## config.mk

```make
export PLATFORM = sky130hd
export DESIGN_NAME = audio_sample_player
export DESIGN_NICKNAME = d
export VERILOG_FILES = /design/src/rtl/audio_sample_player.sv
export SDC_FILE = /design/constraint.sdc
export NUM_CORES = 1
export LEC_CHECK = 0
export ABC_AREA = 1
export CORE_AREA = 5 5 83 85
export CTS_CLUSTER_DIAMETER = 120
export DETAILED_ROUTE_END_ITERATION = 6
export DIE_AREA = 0 0 88 90
export PLACE_DENSITY = 0.85
export SLEW_MARGIN = 20
export SYNTH_ARGS = -nofsm -noshare
export SYNTH_HDL_FRONTEND = slang
export SYNTH_SLANG_ARGS = --single-unit
```

## constraint.sdc

```tcl
create_clock -name clk -period 1.46 [get_ports clk]
set_input_delay 0.219 -clock clk [delete_from_list [all_inputs] [get_ports clk]]
set_output_delay 0.219 -clock clk [all_outputs]
set_load 0.03 [all_outputs]
```

## src/rtl/audio_sample_player.sv

```systemverilog
// Sample-rate paced ROM walker with start/stop/loop control and a registered sample.
// Define AUDIO_DSM_EN to build the first-order delta-sigma DAC on dac_out.
module audio_sample_player #(
  parameter int unsigned CLK_DIV   = 3125,
  parameter int unsigned LAST_ADDR = 16383
) (
  input  logic        clk,
  input  logic        rst_n,
  input  logic        start,
  input  logic        stop,
  input  logic        loop_en,
  output logic [13:0] rom_addr,
  input  logic [15:0] rom_data,
  output logic [15:0] sample,
  output logic        sample_valid,
  output logic        busy,
  output logic        done,
  output logic        dac_out
);

  typedef enum logic {
    IDLE,
    PLAY
  } state_e;

  localparam logic [15:0] CNT_MAX  = 16'(CLK_DIV - 1);
  localparam logic [13:0] ADDR_MAX = 14'(LAST_ADDR);

  state_e      state_q;
  logic [15:0] cnt_q;
  logic [13:0] addr_q;
  logic [15:0] sample_q;
  logic        valid_q;
  logic        done_q;
  logic        tick;

  assign tick = (cnt_q == CNT_MAX);

  // Priority inside PLAY: stop, then start, then the divider tick.
  always_ff @(posedge clk or negedge rst_n) begin
    if (!rst_n) begin
      state_q  <= IDLE;
      cnt_q    <= '0;
      addr_q   <= '0;
      sample_q <= '0;
      valid_q  <= 1'b0;
      done_q   <= 1'b0;
    end else begin
      valid_q <= 1'b0;
      done_q  <= 1'b0;
      unique case (state_q)
        IDLE: begin
          if (start && !stop) begin
            state_q <= PLAY;
            addr_q  <= '0;
            cnt_q   <= '0;
          end
        end
        PLAY: begin
          if (stop) begin
            state_q  <= IDLE;
            addr_q   <= '0;
            cnt_q    <= '0;
            sample_q <= '0;
          end else if (start) begin
            addr_q <= '0;
            cnt_q  <= '0;
          end else if (tick) begin
            cnt_q    <= '0;
            sample_q <= rom_data;
            valid_q  <= 1'b1;
            if (addr_q != ADDR_MAX) begin
              addr_q <= addr_q + 14'd1;
            end else begin
              addr_q <= '0;
              if (!loop_en) begin
                state_q <= IDLE;
                done_q  <= 1'b1;
              end
            end
          end else begin
            cnt_q <= cnt_q + 16'd1;
          end
        end
        default: state_q <= IDLE;
      endcase
    end
  end

  assign rom_addr     = addr_q;
  assign sample       = sample_q;
  assign sample_valid = valid_q;
  assign busy         = (state_q == PLAY);
  assign done         = done_q;

`ifdef AUDIO_DSM_EN
  logic [15:0] acc_q;
  logic        dac_q;
  logic [16:0] sum_d;

  // Offset-binary input: the carry density tracks (sample + 32768) / 65536.
  assign sum_d = {1'b0, acc_q} + {1'b0, sample_q ^ 16'h8000};

  always_ff @(posedge clk or negedge rst_n) begin
    if (!rst_n) begin
      acc_q <= '0;
      dac_q <= 1'b0;
    end else begin
      acc_q <= sum_d[15:0];
      dac_q <= sum_d[16];
    end
  end

  assign dac_out = dac_q;
`else
  assign dac_out = 1'b0;
`endif

endmodule

```

==> Yosys cells after proc, flatten, opt, wreduce, memory -nomap -nowiden <==
Index checks and enable logic that the tools add are counted.
{ "totals": {"out_inout_bits": 34, "in_bits": 21, "regBits": 49, "word_cells": 50} }
{ "op_classes": {"add_sub_neg": 2, "n_bitwise": 1, "n_reduce_logical": 5, "muxes": 31, "n_eq_ne": 5} }
{ "ops": {"columns": ["op", "n"], "rows": [
  ["$mux W16", 7],
  ["$mux W14", 5],
  ["$pmux W16 S2", 1],
  ["$pmux W14 S2", 1],
  ["$add A16 B1 Y16 const B", 1],
  ["$eq A16 B12 Y1 const B", 1],
  ["$mux W1", 16],
  ["$add A14 B1 Y14 const B", 1],
  ["$ne A14 B14 Y1 const B", 1],
  ["$ne A4 B3 Y1 const B", 1],
  ["$reduce_and A3 Y1", 1],
  ["$ne A2 B1 Y1 const B", 1],
  ["$ne A2 B2 Y1 const B", 1],
  ["$pmux W1 S2", 1],
  ["$reduce_and A2 Y1", 1],
  ["$reduce_bool A2 Y1", 1],
  ["$logic_and A1 B1 Y1", 1],
  ["$logic_not A1 Y1", 1],
  ["$not A1 Y1", 1]
]} }

==> Depth between registers and ports, before layout <==
Gate-level depths: netlist of run 1.
{ "logic_depth": {"ltp_word": 6, "ltp_mapped": 14} }

==> Worst setup path before layout of run 1 <==
Ideal clock, no wire load.
{ "synth_timing": {"path_type": "register to register", "startpoint": "register addr_q[1], in the netlist rom_addr[1]", "endpoint": "register addr_q[4], in the netlist rom_addr[4]", "t_required_ns": 1.341, "n_path_buf": 0, "setup_time_ns": 0.119, "path_stages_with_launch": 11, "t_arrival_ns": 1.512, "path_slack_ns": -0.172, "cell_sequence": "dfrtp_1 ha_1 nand2_1 nor2_1 nand2_1 nor2_2 nand2_1 nand2_1 inv_1 a21oi_1 nor2_1"} }
{ "synth_via": {"elab_chain_len": 6} }
{ "synth_lines": {"columns": ["item", "line_no", "rtl"], "rows": [
  ["from (decl)", "31", "logic [13:0] addr_q;"],
  ["from (signal assigned)", "73", "addr_q <= addr_q + 14'd1;"],
  ["$add A14 B1 Y14 or $ne A14 B14 Y1 (tied branches)", "73, 72", null],
  ["$mux W14 *", "72", "if (addr_q != ADDR_MAX) begin"],
  ["$mux W14 *", "68", "end else if (tick) begin"],
  ["$mux W14 *", "65", "end else if (start) begin"],
  ["$mux W14 *", "60", "if (stop) begin"],
  ["$pmux W14 S2 *", "51", "unique case (state_q)"]
]} }
Every way passes the cells marked *; elsewhere a longest branch is shown, timed or not. The select of a mux whose other input is x is not followed.
A chain may end at the register's enable or synchronous reset.

==> Worst setup path in the final report of run 1 <==
{ "layout_timing": {"startpoint": "register cnt_q[0]", "endpoint": "register sample_q[7], in the netlist sample[7]"} }
{ "layout_via": {"elab_chain_len": 3} }
{ "layout_lines": {"columns": ["item", "line_no", "rtl"], "rows": [
  ["from (decl)", "30", "logic [15:0] cnt_q;"],
  ["from (signal assigned)", "82", "cnt_q <= cnt_q + 16'd1;"],
  ["$eq A16 B12 Y1", "37", "assign tick = (cnt_q == CNT_MAX);"],
  ["$reduce_bool A2 Y1 (no source line)", null, null],
  ["$reduce_and A3 Y1 (no source line)", null, null],
  ["to (signal assigned)", "70", "sample_q <= rom_data;"],
  ["to (decl)", "32", "logic [15:0] sample_q;"]
]} }
No other way between the ends.

==> impl_metrics.toml, run 1 <==
[outcome]
outcome = "complete, but fails checks"
violations = "negative setup slack"

[worst_setup_path]
critPathCaptureType = "flip-flop"
cp_top_family = "simple AND/OR/NAND/NOR gates"
r2r-end = "sample[7]$_DFFE_PN0P_"
crit_buf_inv = 3
rr_worst_depth = 12
crit_chain = "inv_2 -> ha_4 -> nand2_2 -> inv_2 -> nand2_2 -> nor2_4 -> nand2_4 -> nor2_4 -> o21ai_4 -> buf_12 -> nand2_1 -> o21ai_1"
cpMaxStageDelayCell = "dfrtp_1"
r2r_slack_ns = -0.27
crit_fanout = 16
cp.required_ns = 1.68
worstSetupStartpointType = "flip-flop"
worstSetupPathType = "reg -> reg"
crit_arrival_ns = 1.95
slowest_delay_ns = 0.40
r2r_start = "cnt_q[0]$_DFFE_PN0P_"

[synth]
synth_seq_cells = 49
syn_area_per_cell_sq_um = 7.43
synth_top_cell_by_area = "dfrtp_1"
synth.top_cell.area_share = 0.443
synth_most_common_cell = "nand2_1"
syn_nets = 397
synth_cell_types = 34
synth-edff-count = 0
synth.top_cells.by_area = "dfrtp_1 (44%), nand2_1 (15%), inv_1 (6.5%), nand3_1 (6.0%), nor2_1 (4.7%)"
async_flop_share = 1.00
ys.flop_type = "dfrtp_1"
syn_inst = 373
ys_warn_count = 0
yosys-top-cells-count = "nand2_1 (111), dfrtp_1 (49), inv_1 (48)"
yosysSeqAreaShare = 0.443
synthesis.area_sq_um = 2770

[power_and_ir_drop]
power_mw = 2.73
power.leakage_nw = 2.17
power_density_nw_per_um2 = 635
ir_drop_uv = 543

[cells_and_area]
fin_nets = 513
num_antenna_cells = 0
syn_to_final_growth_pct = 55.5
finish.instance_area_sq_um = 4310
nFillCells = 425
drive_above_1_share = 0.329

[floorplanning]
num_rows = 29
fp.coreArea_sq_um = 6130
dieHeight_um = 90
io_pins = 55
start_util = 0.452
dieArea_sq_um = 7920
die_w_um = 88

[clock_tree]
cts-buffers-inserted = 5
cts_tree = "yes"
htree_levels = 2
cts-root-buf = "clkbuf_8"
cts_sinks = 49
clock_path_buffers = 2
clkTransAtPathRegs_ns = 0.10
clk_latency_ns = 0.32

[worst_hold_path]
min-delay-path-class = "in -> async"

[run]
cap_violations = 0

[detailed_routing]
num_vias = 3055
routed_wl_mm = 9.34
drtAntennaViolNets = 0
drt_iter0_drc = 279
drc = 0
routedWlPerCell_um = 16.5
first_pass_iters = 5
vias_per_cell = 5.39

[global_routing]
track_usage = 0.210
antenna_found_initial = 0
grt_max_degree = 50
grt.overflow.total = 0
grt_pass1_vias = 2868
grt_pass1_wl_mm = 13.3

[placed_design]
pre_cts_slack_ns = -0.235
dpl_cell_area_sq_um = 3740
place.gp.congestion = 0.881
dp_hpwl_mm = 5.43
io_buffers = 53

[sta]
finClkSkew_ns = 0.0102
period_minus_slack_ns = 1.73
rsz0062_at_grt = "yes"
period_share = 1.19
final_hold_viol_count = 0
fin_ws_ns = -0.275
max_freq_mhz = 577
finalMaxSlewViolations = 0
setup_viol = 48
[worst register-to-register path: cells and delay by family (launching register included)]
| family | cells | cell delay (ns) |
|---|---|---|
| AOI/OAI and AO/OA | 2 | 0.16 |
| and+or+nand+nor | 6 | 0.65 |
| adders and majority gates | 1 | 0.13 |
| buffers and inverters | 3 | 0.30 |
| DFF | 1 | 0.40 |
[registers in the layout (all words and copies together), names as in the netlist]
| name | cells |
|---|---|
| done | 1 |
| sample_valid | 1 |
| busy | 1 |
| sample | 16 |
| cnt_q | 16 |
| rom_addr | 14 |
[logic make-up after synthesis]
kind of cell,synth area share
simple gates,0.350
buf+inv,0.0998
fa+ha+maj,0.0136
other cells,0.00135
xor+xnor,0.0126
flops,0.443
compound gates,0.0804
[report_power, final]
group / leakage (nW) / switching, mW / total (mW) / internal, mW
Sequential: 0.675 / 0.0131 / 1.38 / 1.37
Combinational: 1.45 / 0.271 / 0.492 / 0.221
Clock: 0.0452 / 0.511 / 0.861 / 0.350
[per-stage QoR]
| step | util | hold slack, ns | cells | TNS, ns |
|---|---|---|---|---|
| final | 0.702 | 0.390 | 567 | -8.55 |
| after global routing | 0.702 | 0.463 | 567 | -11.97 |
| after CTS | 0.656 | 0.429 | 556 | -4.28 |
| after detailed placement | 0.609 | 0.227 | 539 | -7.62 |
| after global placement | 0.609 | 0.226 | 539 | -5.69 |
| after floorplan | - | -0.0766 | 373 | -0.980 |
[layout make-up]
type | count | area, sq um | area share
clock buffers | 5 | 68.8 | 0.0160
repair buffers | 116 | 1050 | 0.245
flip-flops and latches | 49 | 1230 | 0.286
well taps | 77 | 96.3 | 0.0224
multi-input cells | 264 | 1610 | 0.374
inverters | 52 | 205 | 0.0476
repair inverters | 1 | 11.3 | 0.00261
clock inverters | 3 | 25.0 | 0.00581
[how the worst max path moves through the flow]
stage,endpoint,cells past startpoint,startpoint
after floorplan,sample[11]$_DFFE_PN0P_,12,cnt_q[0]$_DFFE_PN0P_
final,sample[7]$_DFFE_PN0P_,12,cnt_q[0]$_DFFE_PN0P_
after global placement,rom_addr[0]$_DFFE_PN0P_,9,stop
after CTS,rom_addr[3]$_DFFE_PN0P_,11,cnt_q[1]$_DFFE_PN0P_
after global routing,sample[7]$_DFFE_PN0P_,12,cnt_q[0]$_DFFE_PN0P_
after detailed placement,rom_addr[0]$_DFFE_PN0P_,9,stop
[routing by layer]
metal  track usage  vias to the layer above  part of all wire
li1              -                     1415                 -
met1         0.246                     1464              0.38
met2         0.373                      148              0.52
met3        0.0265                       28             0.061
met4        0.0908                        0             0.035
met5             0                        -                 0
[repair_timing]
item | CTS | global route
setup buffers | 6 | 10
setup endpoints to repair | 78 | 49
pin swaps | 20 | 21
resized for setup | 87 | 49
gates cloned | 2 | 1
hold buffers | 1 | 0
hold endpoints to repair | 49 | 0
[cell usage in the layout, fill, tap and decap left out, types with 10 or more instances in the layout]
cell and count:
dlygate4sd2_1 30, nand2_2 22, nand4_1 10, nand2_1 87
nor2_4 11, inv_1 44, nor2_1 28, dfrtp_1 44
nand2_4 10, o21ai_1 11, clkdlybuf4s50_1 19, buf_4 51
nand3_1 27
No activity file was read; power rests on OpenSTA's default activity.
==> run 2: changes to the inputs <==
CORE_AREA = 5 5 81 83   (was 5 5 83 85)
DIE_AREA = 0 0 86 88   (was 0 0 88 90)
PLACE_DENSITY = 0.86   (was 0.85)
clock period = 2.1 ns   (was 1.46 ns; I/O delays follow)
==> run 2 against run 1 <==
Net effect: the run now ends clean; register-to-register slack improved by 0.54 ns; first-iteration DRC count fell by 66%; sequential share of layout area rose by 6.9 points; final area is 20% lower; worst hold slack worse by 0.36 ns; die area is 4.4% lower; worst setup slack improved by 0.41 ns; largest cell class unchanged; clock power is 33% lower; sequential cell count is the same; wire length is 32% lower; sequential power shrank 30%; critical path depth down 11.
==> impl_metrics.toml, run 2 (synthesis gave the netlist of run 1 again) <==
[cells_and_area]
multi_input_area_sq_um = 1270
mostFrequentLayoutCell = "nand2_1"
drive_above_1_share = 0.0884
fin_nets = 453
syn_to_final_growth_pct = 24.5
seq_area_sq_um = 1230
most-common-layout-cells = "nand2_1 (111), clkdlybuf4s50_1 (52), dfrtp_1 (49), inv_1 (48), nor2_1 (35)"
num_antenna_cells = 0
nFillCells = 535
fin_cells = 505

[worst_setup_path]
cp.required_ns = 1.78
crit_buf_inv = 1
crit_fanout = 9
cpMaxStageDelayCell = "clkdlybuf4s50_1"
rr_worst_depth = 11
endpoint = "busy"
worstSetupStartpointType = "flip-flop"
crit_arrival_ns = 1.65
r2r-end = "sample[7]$_DFFE_PN0P_"
slowest_delay_ns = 0.76
cp_top_family = "buffers and inverters"
r2r_slack_ns = 0.27
r2r_start = "cnt_q[0]$_DFFE_PN0P_"
crit_cells = 1
critPathCaptureType = "output pin"
crit_chain = "clkdlybuf4s50_1"
worstSetupPathType = "reg -> out"
crit_start = "busy$_DFF_PN0_"

[sta]
final_hold_viol_count = 0
fin_ws_ns = 0.133
setup_viol = 0
finClkSkew_ns = 0.0104
holdWs_ns = 0.0319
rsz0062_at_grt = "no"
max_freq_mhz = 508
setup_tns_ns = 0
worst_pin_slew_ns = 0.673
period_share = 0.937
slew_headroom = 0.551
finalMaxSlewViolations = 0
period_minus_slack_ns = 1.97

[detailed_routing]
first_pass_iters = 4
num_vias = 2550
drt_iter0_drc = 95
drc = 0
vias_per_cell = 5.05
routedWlPerCell_um = 12.5
drtAntennaViolNets = 0
routed_wl_mm = 6.31

[placed_design]
io_buffers = 53
pre_cts_slack_ns = 0.141
dpl.cell_count = 497
place.gp.congestion = 0.880
dp_hpwl_mm = 4.87

[clock_tree]
cts_tree = "yes"
cts-buffers-inserted = 5
cts_sinks = 49
cts_resized = 0
postCtsSetupBuffers = 0
htree_levels = 2
clock_path_buffers = 2
cts-root-buf = "clkbuf_8"
holdBufCountCts = 0
clk_latency_ns = 0.31
clkTransAtPathRegs_ns = 0.10

[floorplanning]
dieHeight_um = 88
dieArea_sq_um = 7570
die_w_um = 86
fp.coreArea_sq_um = 5780
io_pins = 55
num_rows = 28
start_util = 0.479

[global_routing]
antenna_found_initial = 0
grt_pass1_wl_mm = 11.1
grt_pass1_vias = 2537
grt_max_degree = 30
grt.overflow.total = 0
track_usage = 0.181

[power_and_ir_drop]
power.leakage_nw = 1.60
ir_drop_uv = 385
power_density_nw_per_um2 = 503

[worst_hold_path]
min-delay-path-class = "in -> async"

[outcome]
outcome = "finished clean"

[run]
cap_violations = 0
[run 2: how the worst min path moves through the flow]
stage	from	endpoint	cells past startpoint
after floorplan	rst_n	busy$_DFF_PN0_	0
after global placement	rst_n	rom_addr[9]$_DFFE_PN0P_	1
after detailed placement	rst_n	cnt_q[0]$_DFFE_PN0P_	1
after CTS	rst_n	cnt_q[0]$_DFFE_PN0P_	1
after global routing	rst_n	rom_addr[5]$_DFFE_PN0P_	1
final	rst_n	rom_addr[5]$_DFFE_PN0P_	1
[run 2: final cells by class]
cell class                      count  share of cell area
Clock buffer                        5              0.0199
Clock inverter                      3             0.00725
Multi-Input combinational cell    262               0.367
Tap cell                           75              0.0272
Timing Repair Buffer               59               0.165
Sequential cell                    49               0.355
Inverter                           52              0.0573
[run 2: where the power goes]
part | leakage, nW | internal (mW) | switching, mW
Combinational | 0.873 | 0.0725 | 0.125
Clock | 0.0447 | 0.241 | 0.334
Sequential | 0.683 | 0.949 | 0.0128
Total | 1.60 | 1.26 | 0.472
[run 2: stage by stage]
step / utilization / power [mW] / area [sq um]
floorplan: - / 1.09 / 2770
global placement: 0.581 / 1.17 / 3360
detailed placement: 0.581 / 1.18 / 3360
CTS: 0.597 / 1.76 / 3450
global route: 0.597 / 1.81 / 3450
finish: 0.597 / 1.73 / 3450
[run 2: routing by layer]
layer | up-vias | part of all wire | wire [um] | GRT usage
li1 | 1284 | - | - | -
met1 | 1185 | 0.43 | 2690 | 0.214
met2 | 70 | 0.51 | 3210 | 0.323
met3 | 11 | 0.049 | 309 | 0.0339
met4 | 0 | 0.016 | 101 | 0.0734
met5 | - | 0 | 0 | 0
